[src/rtl/fa4_serial_add_ctrl.sv]
// Nibble-serial W-bit adder/subtractor built around one shared 4-bit ripple adder.
// Operands are captured on accept and consumed LS nibble first; the result is held until accepted.

module fa4 (
  input  logic [3:0] a,
  input  logic [3:0] b,
  input  logic       ci,
  output logic [3:0] s,
  output logic       co
);
  logic [4:0] c;

  always_comb begin
    c    = '0;
    s    = '0;
    c[0] = ci;
    for (int i = 0; i < 4; i++) begin
      s[i]     = a[i] ^ b[i] ^ c[i];
      c[i + 1] = (a[i] & b[i]) | (c[i] & (a[i] ^ b[i]));
    end
  end

  assign co = c[4];
endmodule

module fa4_serial_add_ctrl #(
  parameter int NIBBLES = 4
) (
  input  logic                 clk,
  input  logic                 rst_n,
  input  logic                 in_valid,
  output logic                 in_ready,
  input  logic                 sub,
  input  logic                 cin,
  input  logic [4*NIBBLES-1:0] a,
  input  logic [4*NIBBLES-1:0] b,
  output logic                 out_valid,
  input  logic                 out_ready,
  output logic [4*NIBBLES-1:0] sum,
  output logic                 cout,
  output logic                 ovf,
  output logic                 busy
);
  localparam int W  = 4 * NIBBLES;
  localparam int IW = (NIBBLES > 1) ? $clog2(NIBBLES) : 1;
  localparam logic [IW-1:0] LAST = IW'(NIBBLES - 1);

  typedef enum logic [1:0] {IDLE, RUN, DONE} state_t;

  state_t        state, state_next;
  logic [W-1:0]  a_sh, b_sh, sum_r;
  logic [W+3:0]  sum_cat;
  logic [IW-1:0] index;
  logic          carry, cout_r, ovf_r;
  logic [3:0]    nib_s;
  logic          nib_co;

  fa4 u_fa4 (
    .a  (a_sh[3:0]),
    .b  (b_sh[3:0]),
    .ci (carry),
    .s  (nib_s),
    .co (nib_co)
  );

  // New nibble enters the result from the top; after NIBBLES shifts the word is fully replaced.
  assign sum_cat = {nib_s, sum_r};

  always_ff @(posedge clk) begin
    if (!rst_n) state <= IDLE;
    else        state <= state_next;
  end

  always_comb begin
    state_next = state;
    in_ready   = 1'b0;
    busy       = 1'b0;
    out_valid  = 1'b0;
    case (state)
      IDLE: begin
        in_ready = 1'b1;
        if (in_valid) state_next = RUN;
      end
      RUN: begin
        busy = 1'b1;
        if (index == LAST) state_next = DONE;
      end
      DONE: begin
        out_valid = 1'b1;
        if (out_ready) state_next = IDLE;
      end
      default: state_next = IDLE;
    endcase
  end

  always_ff @(posedge clk) begin
    if (!rst_n) begin
      a_sh   <= '0;
      b_sh   <= '0;
      sum_r  <= '0;
      carry  <= 1'b0;
      cout_r <= 1'b0;
      ovf_r  <= 1'b0;
      index  <= '0;
    end else if (state == IDLE && in_valid) begin
      a_sh  <= a;
      b_sh  <= sub ? ~b : b;
      carry <= sub | cin;
      index <= '0;
    end else if (state == RUN) begin
      a_sh   <= a_sh >> 4;
      b_sh   <= b_sh >> 4;
      sum_r  <= sum_cat[W+3:4];
      carry  <= nib_co;
      cout_r <= nib_co;
      // Only the final nibble's value survives, giving carry-into-MSB xor carry-out.
      ovf_r  <= nib_s[3] ^ a_sh[3] ^ b_sh[3] ^ nib_co;
      index  <= index + 1'b1;
    end
  end

  assign sum  = sum_r;
  assign cout = cout_r;
  assign ovf  = ovf_r;
endmodule

[config.mk]
export PLATFORM = sky130hd
export DESIGN_NAME = fa4_serial_add_ctrl
export DESIGN_NICKNAME = d
export VERILOG_FILES = /design/src/rtl/fa4_serial_add_ctrl.sv
export SDC_FILE = /design/constraint.sdc
export NUM_CORES = 1
export LEC_CHECK = 0
export ABC_AREA = 0
export CORE_UTILIZATION = 40
export CTS_CLUSTER_DIAMETER = 30
export DETAILED_ROUTE_END_ITERATION = 8
export PLACE_DENSITY = 0.66
export SLEW_MARGIN = 5
export SYNTH_ARGS = -nofsm -noshare
export SYNTH_HDL_FRONTEND = slang
export SYNTH_SLANG_ARGS = --single-unit
[constraint.sdc]
create_clock -name clk -period 3.7 [get_ports clk]
set_input_delay 0.74 -clock clk [delete_from_list [all_inputs] [get_ports clk]]
set_output_delay 0.74 -clock clk [all_outputs]
set_load 0.05 [all_outputs]
Word level (Yosys, flattened, before mapping)
Index checks and enable logic that the tools add are counted.
{"block": "totals", "ff_bits": 55, "latch_bits": 0, "mem_bits_rw": 0, "rom_bits": 0, "inputBits": 38, "out_inout_bits": 21, "word_cells": 62, "mem_count": 0}
{"block": "op_classes", "addsub": 1, "multipliers": 0, "n_div": 0, "order_cmp": 0, "n_eq_ne": 6, "shift": 0, "n_mux": 14, "n_bitwise": 27, "reduce_logical": 6}
{"op": "$mux 16", "count": 5}
{"op": "$not 16->16", "count": 1}
{"op": "$xor 1x1->1", "count": 11}
{"op": "$and 1x1->1", "count": 8}
{"op": "$mux 2", "count": 3}
{"op": "$ne 2x2->1 const B", "count": 3}
{"op": "$pmux 2 s3", "count": 1}
{"op": "$mux 1", "count": 5}
{"op": "$or 1x1->1", "count": 5}
{"op": "$eq 2x2->1 const B", "count": 2}
{"op": "$reduce_and 3->1", "count": 1}
{"op": "$add 2x1->2 const B", "count": 1}
{"op": "$eq 2x1->1 const B", "count": 1}
{"op": "$logic_not 2->1", "count": 1}
{"op": "$not 1->1", "count": 2}
{"op": "$reduce_and 2->1", "count": 1}
{"op": "$reduce_bool 2->1", "count": 1}
{"op": "$reduce_or 2->1", "count": 1}
{"op": "$logic_and 1x1->1", "count": 1}

Longest topological paths before layout
Gate-level depths: netlist of the first run.
{"block": "depth", "ltp_word": 11, "mapped_depth": 10, "depth_no_buf": 10}

Modules after synthesis
Synthesis of the first run repeated with hierarchy kept, for this count alone.
{"block": "hier_totals", "hier_cells": 282, "hier_area_um2": 2538.7}
{"module": "fa4_serial_add_ctrl", "n_inst": 1, "cells_per_inst": 268, "area_each_um2": 2421.1, "seq_area_each_um2": 1101.1}
{"module": "fa4", "n_inst": 1, "cells_per_inst": 14, "area_each_um2": 117.6, "seq_area_each_um2": 0.0}

Least setup slack after synthesis of the first run
No wires, ideal clock.
{"block": "synth_timing", "kind": "reg-to-reg", "startpoint": "register a_sh[0]", "endpoint": "register ovf_r (netlist: ovf)", "setup_ps": 123, "t_arrival_ps": 2169, "required_time_ps": 3577, "path_slack_ps": 1408, "stages_incl_launch_ff": 11, "n_path_buf": 0, "synth_period_minus_slack_ps": 2292, "cell_sequence": "dfxtp_1 fa_1 inv_1 fa_1 inv_1 fa_1 inv_1 fa_1 xor2_1 xnor2_1 a21oi_1"}
{"block": "synth_between", "elab_chain_cells": 11, "elab_cells_between_ends": 14, "cone_classes": "14 x bitwise"}
{"element": "start, declared", "line": "51", "rtl": "logic [W-1:0] a_sh, b_sh, sum_r;"}
{"element": "start signal, assigned", "line": "111", "rtl": "a_sh <= a_sh >> 4;"}
{"element": "$xor 1x1->1", "line": "19", "rtl": "c[i + 1] = (a[i] & b[i]) | (c[i] & (a[i] ^ b[i]));"}
{"element": "$and 1x1->1", "line": "19"}
{"element": "$or 1x1->1 *", "line": "19"}
{"element": "$and 1x1->1 *", "line": "19"}
{"element": "$or 1x1->1 *", "line": "19"}
{"element": "$and 1x1->1 *", "line": "19"}
{"element": "$or 1x1->1 *", "line": "19"}
{"element": "$xor 1x1->1", "line": "18", "rtl": "s[i] = a[i] ^ b[i] ^ c[i];"}
{"element": "$xor 1x1->1 (2 in series)", "line": "117", "rtl": "ovf_r <= nib_s[3] ^ a_sh[3] ^ b_sh[3] ^ nib_co;"}
{"element": "$xor 1x1->1 *", "line": "117"}
{"element": "end signal, assigned", "line": "117"}
{"element": "end, declared", "line": "54", "rtl": "logic carry, cout_r, ovf_r;"}
Every way passes the cells marked *; elsewhere a longest branch is shown, timed or not.
A chain may end at the register's enable or synchronous reset.

Worst setup path in the final report of the first run
{"block": "layout_timing", "startpoint": "register state[1]", "endpoint": "output busy"}
{"block": "layout_between", "elab_chain_cells": 2}
{"element": "start, declared", "line": "50", "rtl": "state_t state, state_next;"}
{"element": "start signal, assigned", "line": "71", "rtl": "else state <= state_next;"}
{"element": "$eq 2x1->1", "line": "79", "rtl": "case (state)"}
{"element": "$mux 1", "line": "79"}
{"element": "end, declared", "line": "42", "rtl": "output logic busy"}
Every way passes these cells.

==> results of run 1 <==
## routing by layer
| metal | share of wire | track usage | up-vias |
|---|---|---|---|
| li1 | - | - | 1045 |
| met1 | 0.50 | 0.2325 | 951 |
| met2 | 0.44 | 0.2672 | 46 |
| met3 | 0.041 | 0.02747 | 9 |
| met4 | 0.016 | 0.07241 | 0 |
| met5 | 0 | 0 | - |
## Yosys cell counts
cell type,count,area share
a21boi_0,5,0.014
a21boi_1,14,0.040
a21oi_1,14,0.027
a22oi_1,16,0.046
a2bb2oi_1,1,0.0034
a32oi_1,1,0.0034
and2_1,1,0.0024
and2_4,1,0.0034
buf_2,8,0.015
buf_4,3,0.0086
buf_6,9,0.039
clkbuf_1,4,0.0058
dfxtp_1,55,0.42
fa_1,4,0.031
ha_1,1,0.0048
inv_1,10,0.014
inv_6,1,0.0034
nand2_1,40,0.058
nand2b_1,1,0.0024
nand2b_4,1,0.0053
nand3_1,4,0.0077
nor2_1,3,0.0043
nor2b_1,5,0.012
nor2b_4,1,0.0053
nor3b_4,1,0.0072
o211a_1,3,0.012
o21ai_0,1,0.0019
o21ai_1,1,0.0019
o21ai_2,1,0.0034
o21bai_4,1,0.0072
o221ai_1,12,0.040
o22ai_1,11,0.026
o2bb2ai_1,13,0.044
or2_2,1,0.0024
or3b_1,2,0.0067
xnor2_1,2,0.0067
xor2_1,18,0.061
## registers in the layout, indices dropped and copies added, names as in the netlist
| signal | cells |
|---|---|
| a_sh | 16 |
| b_sh | 16 |
| sum | 16 |
| index | 2 |
| state | 2 |
| carry | 1 |
| cout | 1 |
| ovf | 1 |
## final cells by class
type,count,area share
clock buffer,7,0.02991
clock inverter,1,0.002331
inverter,11,0.01437
multi-input combinational,180,0.3967
sequential,55,0.3419
tap,77,0.02991
timing repair buffer,60,0.1849
## per-stage QoR
step	setup slack (ns)	hold WS (ns)	util	power (uW)
2_1_floorplan	1.408	0.4323	-	859.1
3_3_place_gp	1.108	0.4464	0.4937	936.2
3_5_place_dp	1.079	0.4476	0.4937	939.6
4_1_cts	0.7295	0.4677	0.5101	1300
5_1_grt	0.6060	0.4909	0.5101	1353
6_report	0.7459	0.4635	0.5101	1291
## worst reg2reg max path, stage by stage (launching register included)
cell	delay [ns]
dfxtp_1	0.35
fa_1	0.41
inv_1	0.07
fa_1	0.16
inv_1	0.05
fa_1	0.37
inv_1	0.08
fa_1	0.44
xor2_1	0.18
xnor2_1	0.13
a21oi_1	0.08
## report_power, final
group	switching (uW)	leakage (uW)	total, uW	internal (uW)
Clock	196	0.0000505	367	171
Combinational	144	0.000665	263	119
Sequential	29.3	0.000451	661	632
Total	370	0.00117	1290	922
## worst max-delay path by stage
| stage | depth (start not counted) | from | endpoint |
|---|---|---|---|
| floorplan | 10 | a_sh[0] | ovf |
| global placement | 3 | state[1] | busy |
| detailed placement | 3 | state[1] | busy |
| CTS | 3 | state[1] | busy |
| global route | 3 | state[1] | busy |
| finish | 3 | state[1] | busy |
## logic make-up (layout without fill, tap and decap cells)
logic type / count (synthesis) / count (layout)
buf+inv: 35 / 79
flops: 55 / 55
compound gates: 94 / 94
fa+ha+maj: 5 / 5
simple gates: 61 / 61
xor+xnor: 20 / 20
## placed cells by master (no fill, tap or decap), types with 2 or more instances in the layout
cell	synthesis	layout
a22oi_1	16	16
clkdlybuf4s50_1	0	58
buf_4	3	2
dfxtp_1	55	55
nand2_1	40	40
xor2_1	18	18
o221ai_1	12	12
fa_1	4	4
nor2_1	3	3
nand3_1	4	4
xnor2_1	2	2
o211a_1	3	3
a21boi_1	14	14
or3b_1	2	2
nor2b_1	5	5
a21oi_1	14	14
inv_1	10	10
o22ai_1	11	11
o2bb2ai_1	13	13
clkbuf_8	0	7
a21boi_0	5	5
==> results.json, run 1 <==
{
  "synth-adder-area-share": 0.03556,
  "cts_buffer_depth": 2,
  "slew_viol_final": 0,
  "crit_arrival_ns": 2.21,
  "clock_skew_ns": 0.007474,
  "synth_warnings": 0,
  "synthSimpleGateAreaFrac": 0.1168,
  "r2r_cells": 10,
  "postCtsHoldBufs": 0,
  "status": "complete, no violations",
  "place_hpwl_mm": 3.757,
  "grt_usage": 0.1711,
  "grt_pass1_wl_mm": 8.804,
  "fmax_mhz": 338.5,
  "synthMuxAreaShare": 0,
  "critPathRequiredTime_ns": 2.96,
  "numPortBuffers": 58,
  "ff2ff_setup_slack_ns": 1.27,
  "clock_sinks": 55,
  "routed_wl_mm": 5.444,
  "final_cells": 391,
  "synth_seq_cells": 55,
  "netlist_area_sq_um": 2604,
  "clkLatencyLatePin_ns": 0.31,
  "rows": 29,
  "nets": 356,
  "p_leak_uw": 0.001166,
  "multi_input_area_sq_um": 1277,
  "whs_path_depth": 2,
  "critPathLaunchType": "flop",
  "boundaryPins": 59,
  "detail_route.first_pass.iterations": 4,
  "min_period_over_period": 0.7984,
  "cp.buffers_inverters": 2,
  "synthCells": 270,
  "gp_congestion": 0.7806,
  "ctsResizeCount": 0,
  "seqCellArea_sq_um": 1101,
  "timing.rr.end": "ovf",
  "seq_area_frac_synth": 0.4229,
  "worst_path_max_delay_cell": "clkdlybuf4s50_1",
  "antenna_found_initial": 0,
  "dp.cells": 383,
  "synth-compound-area-share": 0.2710,
  "cts_tree": "built",
  "final_antenna_net_count": 0,
  "grt_max_degree": 36,
  "final_layout_size_suffix_gt1_frac": 0.05732,
  "crit_path_end_kind": "output port",
  "drt_iter0_drc": 93,
  "die_w_um": 82.68,
  "grt_pass1_vias": 1911,
  "finalSetupViolCount": 0,
  "synth_cell_types": 37,
  "powerDensity_nw_per_um2": 401.0,
  "postSynthAreaPerCell_sq_um": 9.644,
  "fin_crit_ns": 2.954,
  "cap_violations": 0,
  "cp_slowest_stage_delay_ns": 0.83,
  "tightest_slew_ns": 0.8463,
  "drc_errors": 0,
  "routedWlPerCell_um": 13.92,
  "fill_cells": 615,
  "syn_to_final_growth_pct": 23.69,
  "post-cts-setup-buffer-count": 0,
  "synth_top_family_by_area": "compound AO/OA/AOI/OAI gates",
  "grt.overflow.total": 0,
  "initial_utilization": 0.4124,
  "worstPathCellList": "nand2b_4, inv_6, clkdlybuf4s50_1",
  "viasPerCell": 5.246,
  "root_buffer": "clkbuf_8",
  "finalHoldViolCount": 0,
  "htreeDepth": 2,
  "die-area_sq_um": 6836,
  "min_to": "sum[3]",
  "numCtsBuffers": 5,
  "fin_setup_tns_ns": 0,
  "syn-num-nets": 313,
  "diodes": 0,
  "critPathKind": "flop to output port",
  "die_y_um": 82.68,
  "hold_path_class": "flop to flop",
  "cp_max_fo": 33,
  "crit_family": "buffers and inverters",
  "clkTransAtPathRegs_ns": 0.10,
  "reg2reg_from": "a_sh[0]",
  "worstHoldStart": "sum[3]",
  "final_area_sq_um": 3221,
  "via_count": 2051,
  "grt_setup_unrepaired": "false",
  "core_area_sq_um": 6314,
  "dpl-instance-area_sq_um": 3117,
  "synth_xor_area_frac": 0.06728,
  "max-vdd-ir-drop_uv": 189.7,
  "relSlewSlack": 0.4341
}
(Power assumes the default switching activity.)
==> run 2: changes to the inputs <==
Clock period 3.7 ns to 2.87 ns, I/O delays scaled along.
==> run 2 against run 1 <==
Non-clock buffer count up 3. First-iteration DRC count shrank 27%. Clock-buffer cell count fell by 1. Design area grew 0.62%. Critical endpoint is now out_valid.
==> results.json, run 2 (same netlist as run 1, synthesis figures left out) <==
{
  "p_sw_frac": 0.2898,
  "cp.depth": 2,
  "gr-usage-met1": 0.2348,
  "clkTransAtPathRegs_ns": 0.09,
  "post-cts-setup-buffer-count": 0,
  "rows": 29,
  "grt_pass1_wl_mm": 9.066,
  "ctsResizeCount": 0,
  "finalHoldViolCount": 0,
  "final_layout_size_suffix_gt1_frac": 0.06646,
  "syn_to_final_growth_pct": 24.46,
  "fmax_mhz": 406.9,
  "min_period_over_period": 0.8564,
  "fin_setup_tns_ns": 0,
  "grt_max_degree": 34,
  "viasPerCell": 5.310,
  "nets": 359,
  "clockPowerShare": 0.272,
  "finalSetupViolCount": 0,
  "max-vdd-ir-drop_uv": 323.9,
  "diodes": 0,
  "die_w_um": 82.68,
  "routedWlPerCell_um": 14.07,
  "grtUsageMet3": 0.03077,
  "htreeDepth": 2,
  "final_antenna_net_count": 0,
  "power.total_uw": 1646,
  "place_hpwl_mm": 3.971,
  "worstPathCellList": "nor2b_1, clkdlybuf4s50_1",
  "critPathKind": "flop to output port",
  "critPathLaunchType": "flop",
  "hold_path_class": "flop to flop",
  "r2r_cells": 10,
  "slew_viol_final": 0,
  "dpl-instance-area_sq_um": 3149,
  "gp_congestion": 0.7878,
  "grt_pass1_vias": 1919,
  "final_area_sq_um": 3241,
  "clock_skew_ns": 0.009351,
  "numCtsBuffers": 5,
  "boundaryPins": 59,
  "die-area_sq_um": 6836,
  "detail_route.first_pass.iterations": 4,
  "final_cell_mix": "57 x clkdlybuf4s50_1, 55 x dfxtp_1, 40 x nand2_1, 18 x xor2_1, 16 x a22oi_1",
  "tightest_slew_ns": 0.5024,
  "routed_wl_mm": 5.528,
  "cp_slowest_stage_delay_ns": 0.82,
  "worst_path_max_delay_cell": "clkdlybuf4s50_1",
  "crit_arrival_ns": 1.88,
  "root_buffer": "clkbuf_8",
  "initial_utilization": 0.4124,
  "whs_path_depth": 2,
  "die_y_um": 82.68,
  "fin_crit_ns": 2.458,
  "crit_path_end_kind": "output port",
  "via_count": 2087,
  "grt_usage": 0.1751,
  "drc_errors": 0,
  "combPwrFrac": 0.211,
  "seq_power_share": 0.517,
  "clkLatencyLatePin_ns": 0.30,
  "status": "complete, no violations",
  "crit_family": "buffers and inverters",
  "numPortBuffers": 58,
  "drt_iter0_drc": 68,
  "cts_tree": "built",
  "p_int_uw": 1169,
  "p_leak_uw": 0.001183,
  "grt.overflow.total": 0,
  "grt_util_met2": 0.2885,
  "critPathRequiredTime_ns": 2.30,
  "switchingPower_uw": 477.1,
  "busiest_layer": "met2",
  "cp_max_fo": 10,
  "postCtsHoldBufs": 0,
  "relSlewSlack": 0.6640,
  "core_area_sq_um": 6314,
  "grt_setup_unrepaired": "false",
  "antenna_found_initial": 0,
  "powerDensity_nw_per_um2": 508.0,
  "cp.buffers_inverters": 1,
  "clock_sinks": 55,
  "layout_commonest_cell": "clkdlybuf4s50_1",
  "cts_buffer_depth": 2,
  "cap_violations": 0
}
[run 2: cell count changes in the layout (fill, tap and decap cells not counted), sizes merged]
cell	previous run	this run
inv	11	12
buf	2	6
clkinvlp	1	0
clkdlybuf4s50	58	57
clkbuf	7	6
[run 2: worst paths after layout]
| check | from | to | slack, ns |
|---|---|---|---|
| setup / recovery | state[1] | out_valid | 0.41 |
| hold / removal | sum[3] | sum[3] | 0.46 |
| setup reg to reg | a_sh[0] | ovf | 0.46 |
| hold reg to reg | sum[3] | sum[3] | 0.46 |
[run 2: per-stage QoR]
step	std cells	setup WS [ns]	utilization	hold WS, ns
floorplan	270	0.5779	-	0.4323
finish	393	0.4121	0.5133	0.4589
CTS	393	0.4021	0.5133	0.4651
global placement	386	0.5129	0.4988	0.4397
detailed placement	386	0.4575	0.4988	0.4481
global route	393	0.2927	0.5133	0.4876
[run 2: cell type report]
type / instances / area [sq um]
clock buffers: 6 / 82.58
clock inverters: 1 / 8.758
fillers: 628 / 3073
inverters: 11 / 46.29
multi-input cells: 180 / 1277
flip-flops and latches: 55 / 1101
well taps: 77 / 96.34
repair buffers: 63 / 628.1
[run 2: power by group through the flow]
stage	sequential (uW)	clock (uW)	combinational [uW]
finish	851	447	348
global route	858	488	384
CTS	852	457	353
detailed placement	870	0	351
global placement	868	0	345
floorplan	897	0	210
[run 2: worst reg2reg max path: cells and delay by family, from the launching register on]
kind | cells | cell delay, ns
fa+ha+maj | 4 | 1.37
flops | 1 | 0.35
xor+xnor | 2 | 0.31
buf+inv | 3 | 0.21
compound gates | 1 | 0.08
[run 2: routing by layer]
metal,wire [um],vias up,part of all wire
li1,-,1047,-
met1,2649,983,0.48
met2,2629,51,0.48
met3,209,6,0.038
met4,40,0,0.0072
met5,0,-,0
